--- config.mk ---
export PLATFORM = sky130hd
export DESIGN_NAME = decode_queue
export DESIGN_NICKNAME = d
export VERILOG_FILES = /design/src/rtl/decode_queue.sv
export SDC_FILE = /design/constraint.sdc
export NUM_CORES = 1
export LEC_CHECK = 0
export BUFFER_PORTS_ARGS = -buffer_cell sky130_fd_sc_hd__buf_2
export CORE_ASPECT_RATIO = 2
export CORE_MARGIN = 2
export CORE_UTILIZATION = 50
export DETAILED_ROUTE_END_ITERATION = 7
export GPL_ROUTABILITY_DRIVEN = 0
export GPL_TIMING_DRIVEN = 0
export MAX_ROUTING_LAYER = met4
export PLACE_DENSITY_LB_ADDON = 0.3
export REMOVE_ABC_BUFFERS = 1
export SLEW_MARGIN = 20
export SYNTH_ARGS = -nofsm -noshare
export SYNTH_HDL_FRONTEND = slang
export SYNTH_SLANG_ARGS = --single-unit
--- constraint.sdc ---
create_clock -name clk -period 13.89 [get_ports clk]
set_input_delay 0.6945 -clock clk [delete_from_list [all_inputs] [get_ports clk]]
set_output_delay 0.6945 -clock clk [all_outputs]
set_load 0.03 [all_outputs]
--- src/rtl/decode_queue.sv ---
// Decode queue: decodes RV32I instruction words offered by fetch, samples the
// register-file read data in the same cycle, and holds the decoded entries in a
// small FIFO of DEPTH entries for the AGEX stage.
// Optional feature macro: DECODE_QUEUE_M_EXT_EN (accept the RV32M multiply/divide group).
// Field encodings (INST_OP_*, ALU_OP_*, DATA_SIZE_*, *_EXTEND) are defined locally below.
module decode_queue #(
    parameter int PC_WIDTH = 16,
    parameter int DEPTH    = 2,
    localparam int INST_OP_WIDTH     = 4,
    localparam int ALU_OP_WIDTH      = 5,
    localparam int DATA_SIZE_WIDTH   = 2,
    localparam int EXTEND_TYPE_WIDTH = 1,
    localparam int CNT_W             = $clog2(DEPTH + 1)
) (
    input  logic                         clk,
    input  logic                         rst_n,
    input  logic                         in_valid,
    output logic                         in_ready,
    input  logic [PC_WIDTH-1:0]          in_pc,
    input  logic [31:0]                  in_inst,
    input  logic                         flush,
    output logic [4:0]                   rs1_num,
    output logic [4:0]                   rs2_num,
    input  logic [31:0]                  rs1_data,
    input  logic [31:0]                  rs2_data,
    output logic                         out_valid,
    input  logic                         out_ready,
    output logic [PC_WIDTH-1:0]          out_pc,
    output logic [31:0]                  out_rs1,
    output logic [31:0]                  out_rs2,
    output logic [31:0]                  out_imm,
    output logic [4:0]                   out_drnum,
    output logic                         out_reg_we,
    output logic [INST_OP_WIDTH-1:0]     out_inst_op,
    output logic [ALU_OP_WIDTH-1:0]      out_alu_op,
    output logic [DATA_SIZE_WIDTH-1:0]   out_data_size,
    output logic [EXTEND_TYPE_WIDTH-1:0] out_extend_type,
    output logic                         out_illegal,
    output logic [CNT_W-1:0]             count
);
    localparam int PTR_W = (DEPTH > 1) ? $clog2(DEPTH) : 1;

    localparam logic [INST_OP_WIDTH-1:0] INST_OP_INVALID = 4'd0, INST_OP_ALU_R = 4'd1,
        INST_OP_ALU_I = 4'd2, INST_OP_LOAD = 4'd3, INST_OP_STORE = 4'd4, INST_OP_BRANCH = 4'd5,
        INST_OP_JAL = 4'd6, INST_OP_JALR = 4'd7, INST_OP_LUI = 4'd8, INST_OP_AUIPC = 4'd9;

    localparam logic [ALU_OP_WIDTH-1:0] ALU_OP_INVALID = 5'd0, ALU_OP_ADD = 5'd1, ALU_OP_SUB = 5'd2,
        ALU_OP_SLL = 5'd3, ALU_OP_SLT = 5'd4, ALU_OP_SLTU = 5'd5, ALU_OP_XOR = 5'd6,
        ALU_OP_SRL = 5'd7, ALU_OP_SRA = 5'd8, ALU_OP_OR = 5'd9, ALU_OP_AND = 5'd10,
        ALU_OP_BEQ = 5'd11, ALU_OP_BNE = 5'd12, ALU_OP_BLT = 5'd13, ALU_OP_BGE = 5'd14,
        ALU_OP_BLTU = 5'd15, ALU_OP_BGEU = 5'd16;
`ifdef DECODE_QUEUE_M_EXT_EN
    localparam logic [ALU_OP_WIDTH-1:0] ALU_OP_MUL = 5'd17, ALU_OP_MULH = 5'd18,
        ALU_OP_MULHSU = 5'd19, ALU_OP_MULHU = 5'd20, ALU_OP_DIV = 5'd21, ALU_OP_DIVU = 5'd22,
        ALU_OP_REM = 5'd23, ALU_OP_REMU = 5'd24;
`endif

    localparam logic [DATA_SIZE_WIDTH-1:0] DATA_SIZE_BYTE = 2'd0, DATA_SIZE_HALF = 2'd1,
        DATA_SIZE_WORD = 2'd2;
    localparam logic [EXTEND_TYPE_WIDTH-1:0] ZERO_EXTEND = 1'b0, SIGN_EXTEND = 1'b1;

    typedef struct packed {
        logic [PC_WIDTH-1:0]          pc;
        logic [31:0]                  rs1;
        logic [31:0]                  rs2;
        logic [31:0]                  imm;
        logic [4:0]                   drnum;
        logic                         reg_we;
        logic [INST_OP_WIDTH-1:0]     inst_op;
        logic [ALU_OP_WIDTH-1:0]      alu_op;
        logic [DATA_SIZE_WIDTH-1:0]   data_size;
        logic [EXTEND_TYPE_WIDTH-1:0] extend_type;
        logic                         illegal;
    } entry_t;

    entry_t            mem_q [DEPTH];
    entry_t            dec;
    entry_t            head;
    logic [PTR_W-1:0]  head_q, head_d, tail_q, tail_d;
    logic [CNT_W-1:0]  count_q, count_d;
    logic              push, pop;

    function automatic logic [PTR_W-1:0] ptr_next(input logic [PTR_W-1:0] p);
        return (p == PTR_W'(DEPTH - 1)) ? '0 : p + 1'b1;
    endfunction

    // alt selects SUB/SRA over ADD/SRL
    function automatic logic [ALU_OP_WIDTH-1:0] alu_base(input logic [2:0] f3, input logic alt);
        case (f3)
            3'b000:  return alt ? ALU_OP_SUB : ALU_OP_ADD;
            3'b001:  return ALU_OP_SLL;
            3'b010:  return ALU_OP_SLT;
            3'b011:  return ALU_OP_SLTU;
            3'b100:  return ALU_OP_XOR;
            3'b101:  return alt ? ALU_OP_SRA : ALU_OP_SRL;
            3'b110:  return ALU_OP_OR;
            default: return ALU_OP_AND;
        endcase
    endfunction

    // Combinational decode of the offered word, including register-file addressing
    always_comb begin
        logic [2:0] f3;
        logic [6:0] f7;
        logic       legal, wr, use1, use2;
        f3    = in_inst[14:12];
        f7    = in_inst[31:25];
        legal = 1'b1;
        wr    = 1'b0;
        use1  = 1'b0;
        use2  = 1'b0;
        dec   = '0;
        dec.pc = in_pc;
        case (in_inst[6:0])
            7'b0110111: begin dec.inst_op = INST_OP_LUI; dec.alu_op = ALU_OP_ADD; wr = 1'b1;
                              dec.imm = {in_inst[31:12], 12'b0}; end
            7'b0010111: begin dec.inst_op = INST_OP_AUIPC; dec.alu_op = ALU_OP_ADD; wr = 1'b1;
                              dec.imm = {in_inst[31:12], 12'b0}; end
            7'b1101111: begin dec.inst_op = INST_OP_JAL; dec.alu_op = ALU_OP_ADD; wr = 1'b1;
                              dec.imm = {{11{in_inst[31]}}, in_inst[31], in_inst[19:12],
                                         in_inst[20], in_inst[30:21], 1'b0}; end
            7'b1100111: begin dec.inst_op = INST_OP_JALR; dec.alu_op = ALU_OP_ADD; wr = 1'b1;
                              use1 = 1'b1; dec.imm = {{20{in_inst[31]}}, in_inst[31:20]}; end
            7'b1100011: begin
                dec.inst_op = INST_OP_BRANCH;
                use1 = 1'b1;
                use2 = 1'b1;
                dec.imm = {{19{in_inst[31]}}, in_inst[31], in_inst[7], in_inst[30:25],
                           in_inst[11:8], 1'b0};
                case (f3)
                    3'b000:  dec.alu_op = ALU_OP_BEQ;
                    3'b001:  dec.alu_op = ALU_OP_BNE;
                    3'b100:  dec.alu_op = ALU_OP_BLT;
                    3'b101:  dec.alu_op = ALU_OP_BGE;
                    3'b110:  dec.alu_op = ALU_OP_BLTU;
                    3'b111:  dec.alu_op = ALU_OP_BGEU;
                    default: legal = 1'b0;
                endcase
            end
            7'b0000011: begin
                dec.inst_op = INST_OP_LOAD;
                dec.alu_op  = ALU_OP_ADD;
                wr   = 1'b1;
                use1 = 1'b1;
                dec.imm = {{20{in_inst[31]}}, in_inst[31:20]};
                dec.data_size   = (f3[1:0] == 2'b00) ? DATA_SIZE_BYTE :
                                  (f3[1:0] == 2'b01) ? DATA_SIZE_HALF : DATA_SIZE_WORD;
                dec.extend_type = f3[2] ? ZERO_EXTEND : SIGN_EXTEND;
                if (f3 == 3'b011 || f3 == 3'b110 || f3 == 3'b111) legal = 1'b0;
            end
            7'b0100011: begin
                dec.inst_op = INST_OP_STORE;
                dec.alu_op  = ALU_OP_ADD;
                use1 = 1'b1;
                use2 = 1'b1;
                dec.imm = {{20{in_inst[31]}}, in_inst[31:25], in_inst[11:7]};
                dec.data_size = (f3[1:0] == 2'b00) ? DATA_SIZE_BYTE :
                                (f3[1:0] == 2'b01) ? DATA_SIZE_HALF : DATA_SIZE_WORD;
                if (f3 >= 3'b011) legal = 1'b0;
            end
            7'b0010011: begin
                dec.inst_op = INST_OP_ALU_I;
                wr   = 1'b1;
                use1 = 1'b1;
                dec.imm    = {{20{in_inst[31]}}, in_inst[31:20]};
                dec.alu_op = alu_base(f3, (f3 == 3'b101) && f7[5]);
                if (f3 == 3'b001 && f7 != 7'b0000000) legal = 1'b0;
                if (f3 == 3'b101 && f7 != 7'b0000000 && f7 != 7'b0100000) legal = 1'b0;
            end
            7'b0110011: begin
                dec.inst_op = INST_OP_ALU_R;
                wr   = 1'b1;
                use1 = 1'b1;
                use2 = 1'b1;
                if (f7 == 7'b0000000) dec.alu_op = alu_base(f3, 1'b0);
                else if (f7 == 7'b0100000 && (f3 == 3'b000 || f3 == 3'b101))
                    dec.alu_op = alu_base(f3, 1'b1);
`ifdef DECODE_QUEUE_M_EXT_EN
                else if (f7 == 7'b0000001) begin
                    case (f3)
                        3'b000:  dec.alu_op = ALU_OP_MUL;
                        3'b001:  dec.alu_op = ALU_OP_MULH;
                        3'b010:  dec.alu_op = ALU_OP_MULHSU;
                        3'b011:  dec.alu_op = ALU_OP_MULHU;
                        3'b100:  dec.alu_op = ALU_OP_DIV;
                        3'b101:  dec.alu_op = ALU_OP_DIVU;
                        3'b110:  dec.alu_op = ALU_OP_REM;
                        default: dec.alu_op = ALU_OP_REMU;
                    endcase
                end
`endif
                else legal = 1'b0;
            end
            7'b0001111, 7'b1110011: legal = 1'b0;
            default:                legal = 1'b0;
        endcase
        // Illegal words still travel down the queue, but never write a register
        if (!legal) begin
            dec.inst_op = INST_OP_INVALID;
            dec.alu_op  = ALU_OP_INVALID;
        end
        dec.illegal = !legal;
        dec.reg_we  = wr && legal && (in_inst[11:7] != 5'd0);
        dec.drnum   = dec.reg_we ? in_inst[11:7] : 5'd0;
        rs1_num     = use1 ? in_inst[19:15] : 5'd0;
        rs2_num     = use2 ? in_inst[24:20] : 5'd0;
        dec.rs1     = use1 ? rs1_data : 32'd0;
        dec.rs2     = use2 ? rs2_data : 32'd0;
    end

    assign in_ready = rst_n && !flush && (count_q < CNT_W'(DEPTH));
    assign push     = in_valid && in_ready;
    assign pop      = (count_q != '0) && out_ready;

    // Next pointer/occupancy; flush empties the queue and wins over a pop
    always_comb begin
        head_d  = head_q;
        tail_d  = tail_q;
        count_d = count_q;
        if (flush) begin
            head_d  = '0;
            tail_d  = '0;
            count_d = '0;
        end else begin
            if (push) tail_d = ptr_next(tail_q);
            if (pop)  head_d = ptr_next(head_q);
            count_d = count_q + CNT_W'(push) - CNT_W'(pop);
        end
    end

    // Pointer and occupancy registers with synchronous reset
    always_ff @(posedge clk) begin
        if (!rst_n) begin
            head_q  <= '0;
            tail_q  <= '0;
            count_q <= '0;
        end else begin
            head_q  <= head_d;
            tail_q  <= tail_d;
            count_q <= count_d;
        end
    end

    // Entry storage; stale contents are hidden because occupancy gates the outputs
    always_ff @(posedge clk) begin
        if (push) mem_q[tail_q] <= dec;
    end

    assign count     = count_q;
    assign out_valid = (count_q != '0);
    assign head      = out_valid ? mem_q[head_q] : '0;

    assign out_pc          = head.pc;
    assign out_rs1         = head.rs1;
    assign out_rs2         = head.rs2;
    assign out_imm         = head.imm;
    assign out_drnum       = head.drnum;
    assign out_reg_we      = head.reg_we;
    assign out_inst_op     = head.inst_op;
    assign out_alu_op      = head.alu_op;
    assign out_data_size   = head.data_size;
    assign out_extend_type = head.extend_type;
    assign out_illegal     = head.illegal;
endmodule

# After elaboration in Yosys (flattened, before gate mapping)
# Memories as Yosys holds them, arrays and structs flattened. A register that Yosys moved wholly into a read port is not among the register bits.
# Cells that the tools add are included.
# totals
ff_bits,4
ramBits,262
wordCells,100
n_memories,1
# memory_table
name,words,word_bits,rd,rd_ports_with_merged_regs,wr,line_no,rtl
mem_q,2,131,1,1,1,76,entry_t mem_q [DEPTH];
# op_classes
n_reduce_logical,31
bitwise,1
n_eq_ne,19
n_mux,39
add_sub_neg,4
magnitude_cmp,2
# ops
operator,n
32-bit case mux with 5 select lines,1
131-bit two-way mux,1
4-bit case mux with 7 select lines,3
9-bit case mux with 9 select lines,1
32-bit two-way mux,2
5-bit case mux with 6 select lines,1
7-bit by 6-bit == test with 1-bit output (second input constant),4
7-bit == test (second input constant),3
5-bit two-way mux,4
1-bit two-way mux,18
7-bit by 5-bit == test with 1-bit output (second input constant),2
3-bit == test (second input constant),4
6-bit OR reduction,2
1-bit logical AND,11
9-bit two-way mux,1
2-bit two-way mux,4
4-bit two-way mux,2
7-bit by 2-bit == test with 1-bit output (second input constant),1
7-bit logical NOT,1
7-bit by 6-bit inequality test with 1-bit output (second input constant),1
7-bit nonzero test,1
7-bit OR reduction,1
3-bit by 2-bit == test with 1-bit output (second input constant),2
1-bit case mux with 6 select lines,1
17 further kinds,24

# Logic depth before layout (Yosys ltp)
# depth
depth_word,9
depth_mapped,9
depth_no_buf,9

# Least setup slack after synthesis
# No wires, ideal clock.
# synth_timing
path_kind,in2reg
from,input flush
to,"memory mem_q[0][0] (netlist name), enable pin"
n_path_buf,0
path_slack_ns,6.213
setup_ns,0.623
required_ns,13.267
cell_stages,4
t_arrival_ns,7.054
cell_sequence,nand2b_1 > nor2_1 > nand2_1 > nor2_1
# synth_via
elab_chain_len,6
# synth_lines
item,line_no,rtl
from (decl),21,"input logic flush,"
1-bit logical NOT,211,assign in_ready = rst_n && !flush && (count_q < CNT_W'(DEPTH));
1-bit logical AND (2 in a row),211,
named net in_ready,18,"output logic in_ready,"
1-bit logical AND,212,assign push = in_valid && in_ready;
1-bit two-way mux,246,if (push) mem_q[tail_q] <= dec;
1-bit two-way mux (not written as such),246,
to (decl),76,
# The timed path passes the listed nets, and every way through them passes these cells.

# Worst setup path after layout
# layout_timing
from,input in_inst[2]
to,output rs1_num[1]
# layout_via
elab_chain_len,4
# layout_lines
item,line_no,rtl
from (decl),20,"input logic [31:0] in_inst,"
7-bit by 6-bit == test with 1-bit output (tied with other cells),114,case (in_inst[6:0])
6-bit OR reduction (no line) (*),--,
1-bit two-way mux (*),114,
5-bit two-way mux (*),205,rs1_num = use1 ? in_inst[19:15] : 5'd0;
to (decl),22,"output logic [4:0] rs1_num,"
# Mark *: on every way between the ends. The rest lies on a longest branch, timed or not.

==> impl_metrics.env <==
export IMPL_status="completed"
export IMPL_vias=7507
export IMPL_insertion_delay_ns=0.52
export IMPL_start_util_pct=51.0
export IMPL_port_buffers=261
export IMPL_die_w_um=111
export IMPL_die_area_mm2=0.0244
export IMPL_viasPerCell=5.43
export IMPL_num_io_pins=262
export IMPL_ys_seq_area_share_pct=69.0
export IMPL_final_cell_mix="edfxtp_1 (262), buf_2 (261), nor2_1 (158)"
export IMPL_hold_depth=1
export IMPL_cts_sinks=267
export IMPL_p_leak_uw=0.00518
export IMPL_drt_first_pass_iters=5
export IMPL_nets=1204
export IMPL_finalCritPeriodShare_pct=23.9
export IMPL_ys_warn_count=0
export IMPL_cp_start_kind="input pin"
export IMPL_wl_per_cell_um=18.8
export IMPL_synth_compound_area_share_pct=3.62
export IMPL_path_max_fanout=21
export IMPL_grt_max_degree=51
export IMPL_first_global_vias=7404
export IMPL_clockBufferDepth=3
export IMPL_syn2layout_area_growth_pct=22.5
export IMPL_vdd_drop_max_v=0.000110
export IMPL_internal_power_uw=1300
export IMPL_hold_viol_final=0
export IMPL_coreArea_mm2=0.0226
export IMPL_root_buffer="clkbuf_16"
export IMPL_rsz0062_at_grt="false"
export IMPL_clkPwrFrac_pct=38.3
export IMPL_power_total_uw=1660
export IMPL_hold_buffers=0
export IMPL_cp_end_kind="output port"
export IMPL_fin_crit_ns=3.31
export IMPL_synth_avg_cell_area_um2=13.8
export IMPL_synth_top_family_by_area="simple AND/OR/NAND/NOR gates"
export IMPL_worstPathRequired_ns=13.20
export IMPL_synthDistinctLibCells=49
export IMPL_drive_above_1_share_pct=29.2
export IMPL_crit_type="input pin to output port"
export IMPL_drtIter0Drc=338
export IMPL_post_cts_buffers=0
export IMPL_power_frac_seq_pct=54.2
export IMPL_p_sw_uw=360
export IMPL_rows=78
export IMPL_post_cts_resized=0
export IMPL_final_max_slew_viol_count=0
export IMPL_synth_flop_cell="edfxtp_1"
export IMPL_grt_pass1_wl_um=39500
export IMPL_synth_edf_count=262
export IMPL_grt_overflow=0
export IMPL_synth_xor_xnor_area_share_pct=0.379
export IMPL_syn_area_mm2=0.0115
export IMPL_max_freq_mhz=302
export IMPL_drc=0
export IMPL_combPwrFrac_pct=7.5
export IMPL_synth_mux_area_share_pct=11.5
export IMPL_fin_tns_setup_ns=0
export IMPL_postSynth_asyncResetShare_pct=0
export IMPL_setup_violations=0
export IMPL_hp_class="input pin to register"
export IMPL_power_density_mw_per_mm2=117
export IMPL_synth_simple_gate_area_share_pct=13.3
export IMPL_worstPathArrival_ns=2.62
export IMPL_drv_cap=0
export IMPL_ys_ff_latch=267
export IMPL_fin_skew_ns=0.0115
export IMPL_synthCells=837
export IMPL_cts_buffers=23
export IMPL_die_h_um=219
export IMPL_cts_clk_slew_worst_paths_ns=0.06
export IMPL_worstRegToRegCells=6
export IMPL_wl_um=26000
export IMPL_layout_commonest_cell="edfxtp_1"
export IMPL_antenna_found_initial=3
export IMPL_ant_nets=0
export IMPL_slew_headroom_pct=33.9
export IMPL_dp_hpwl_um=18300
export IMPL_synth_fa_ha_area_share_pct=0.217
export IMPL_htree_levels=1
export IMPL_swShare_pct=21.7
export IMPL_cts_tree="yes"
export IMPL_grt_total_usage_pct=21.3
export IMPL_worst_pin_slew_ns=0.982
-- critical path, stage by stage --
cell and delay (ns):
buf_2 0.15, and4bb_2 0.46, nand2b_1 0.32, a21boi_4 0.57, and2_1 0.21, buf_2 0.19
-- layout make-up --
type / instances / area (um^2)
Tap cell: 280 / 350
Clock buffer: 25 / 583
Inverter: 4 / 15.0
Sequential cell: 267 / 7970
Fill cell: 1736 / 8500
Antenna cell: 4 / 10.0
Timing Repair Buffer: 277 / 1680
Multi-Input combinational cell: 512 / 3380
Clock inverter: 13 / 153
-- flip-flops by register name, indices dropped and copies added, names as in the netlist, named ones only --
signal	count
head_q	1
tail_q	1
count	2
mem_q	262
-- worst paths after layout --
path / end / startpoint / slack [ns]
worst max-delay path: rs1_num[1] / in_inst[2] / 10.58
worst min-delay path: mem_q[0][124] / in_pc[9] / 0.37
worst max register to register: mem_q[0][5] / count[1] / 11.65
worst min register to register: head_q / head_q / 0.52
-- power by group through the flow --
stage / logic [uW] / registers (uW) / clock network, uW
floorplan: 68.9 / 919 / 0
finish: 124 / 898 / 635
global placement: 122 / 921 / 0
detailed placement: 125 / 916 / 0
CTS: 125 / 898 / 651
global route: 133 / 899 / 679
-- kinds of logic after synthesis --
family,after synthesis
mux,132
flops,267
xor+xnor,5
buf+inv,58
compound gates,56
simple gates,317
fa+ha+maj,2
-- stage by stage --
stage	hold WS [ns]	setup slack (ns)	instances	utilization, %	cell area (um^2)
CTS	0.337	10.59	1378	62.4	14100
finish	0.370	10.58	1382	62.5	14100
detailed placement	0.522	10.53	1340	59.2	13400
global placement	0.495	3.27	1324	57.3	13000
global route	0.338	10.46	1381	62.5	14100
floorplan	0.481	6.21	783	-	11300
-- synth_stat cells, drive strengths merged (3+ instances only) --
master   instances  area (um^2)
nand2b           4         25.0
nand4            4         25.0
a21o            21          158
edfxtp         262         7870
nand2           23         86.3
a22o             4         35.0
nor2b            6         37.5
buf             19         90.1
and3             3         18.8
a21oi            5         25.0
and2            83          519
inv              4         15.0
nor2           160          601
nand3            5         25.0
nor3            11         55.1
a31oi            4         25.0
a2bb2oi          3         26.3
mux2i          131         1310
clkbuf          35          131
xor2             3         26.3
nor4             5         31.3
dfxtp            5          100
o21ai            8         40.0
-- metal layers --
| metal | track usage (%) | part of all wire [%] | wire (um) |
|---|---|---|---|
| met1 | 22.6 | 35 | 9050 |
| met2 | 39.3 | 56 | 14600 |
| met3 | 2.79 | 4.8 | 1250 |
| met4 | 9.75 | 4.0 | 1030 |
| met5 | - | 0 | 0 |
Note: power is estimated with default switching activity, not from simulation.
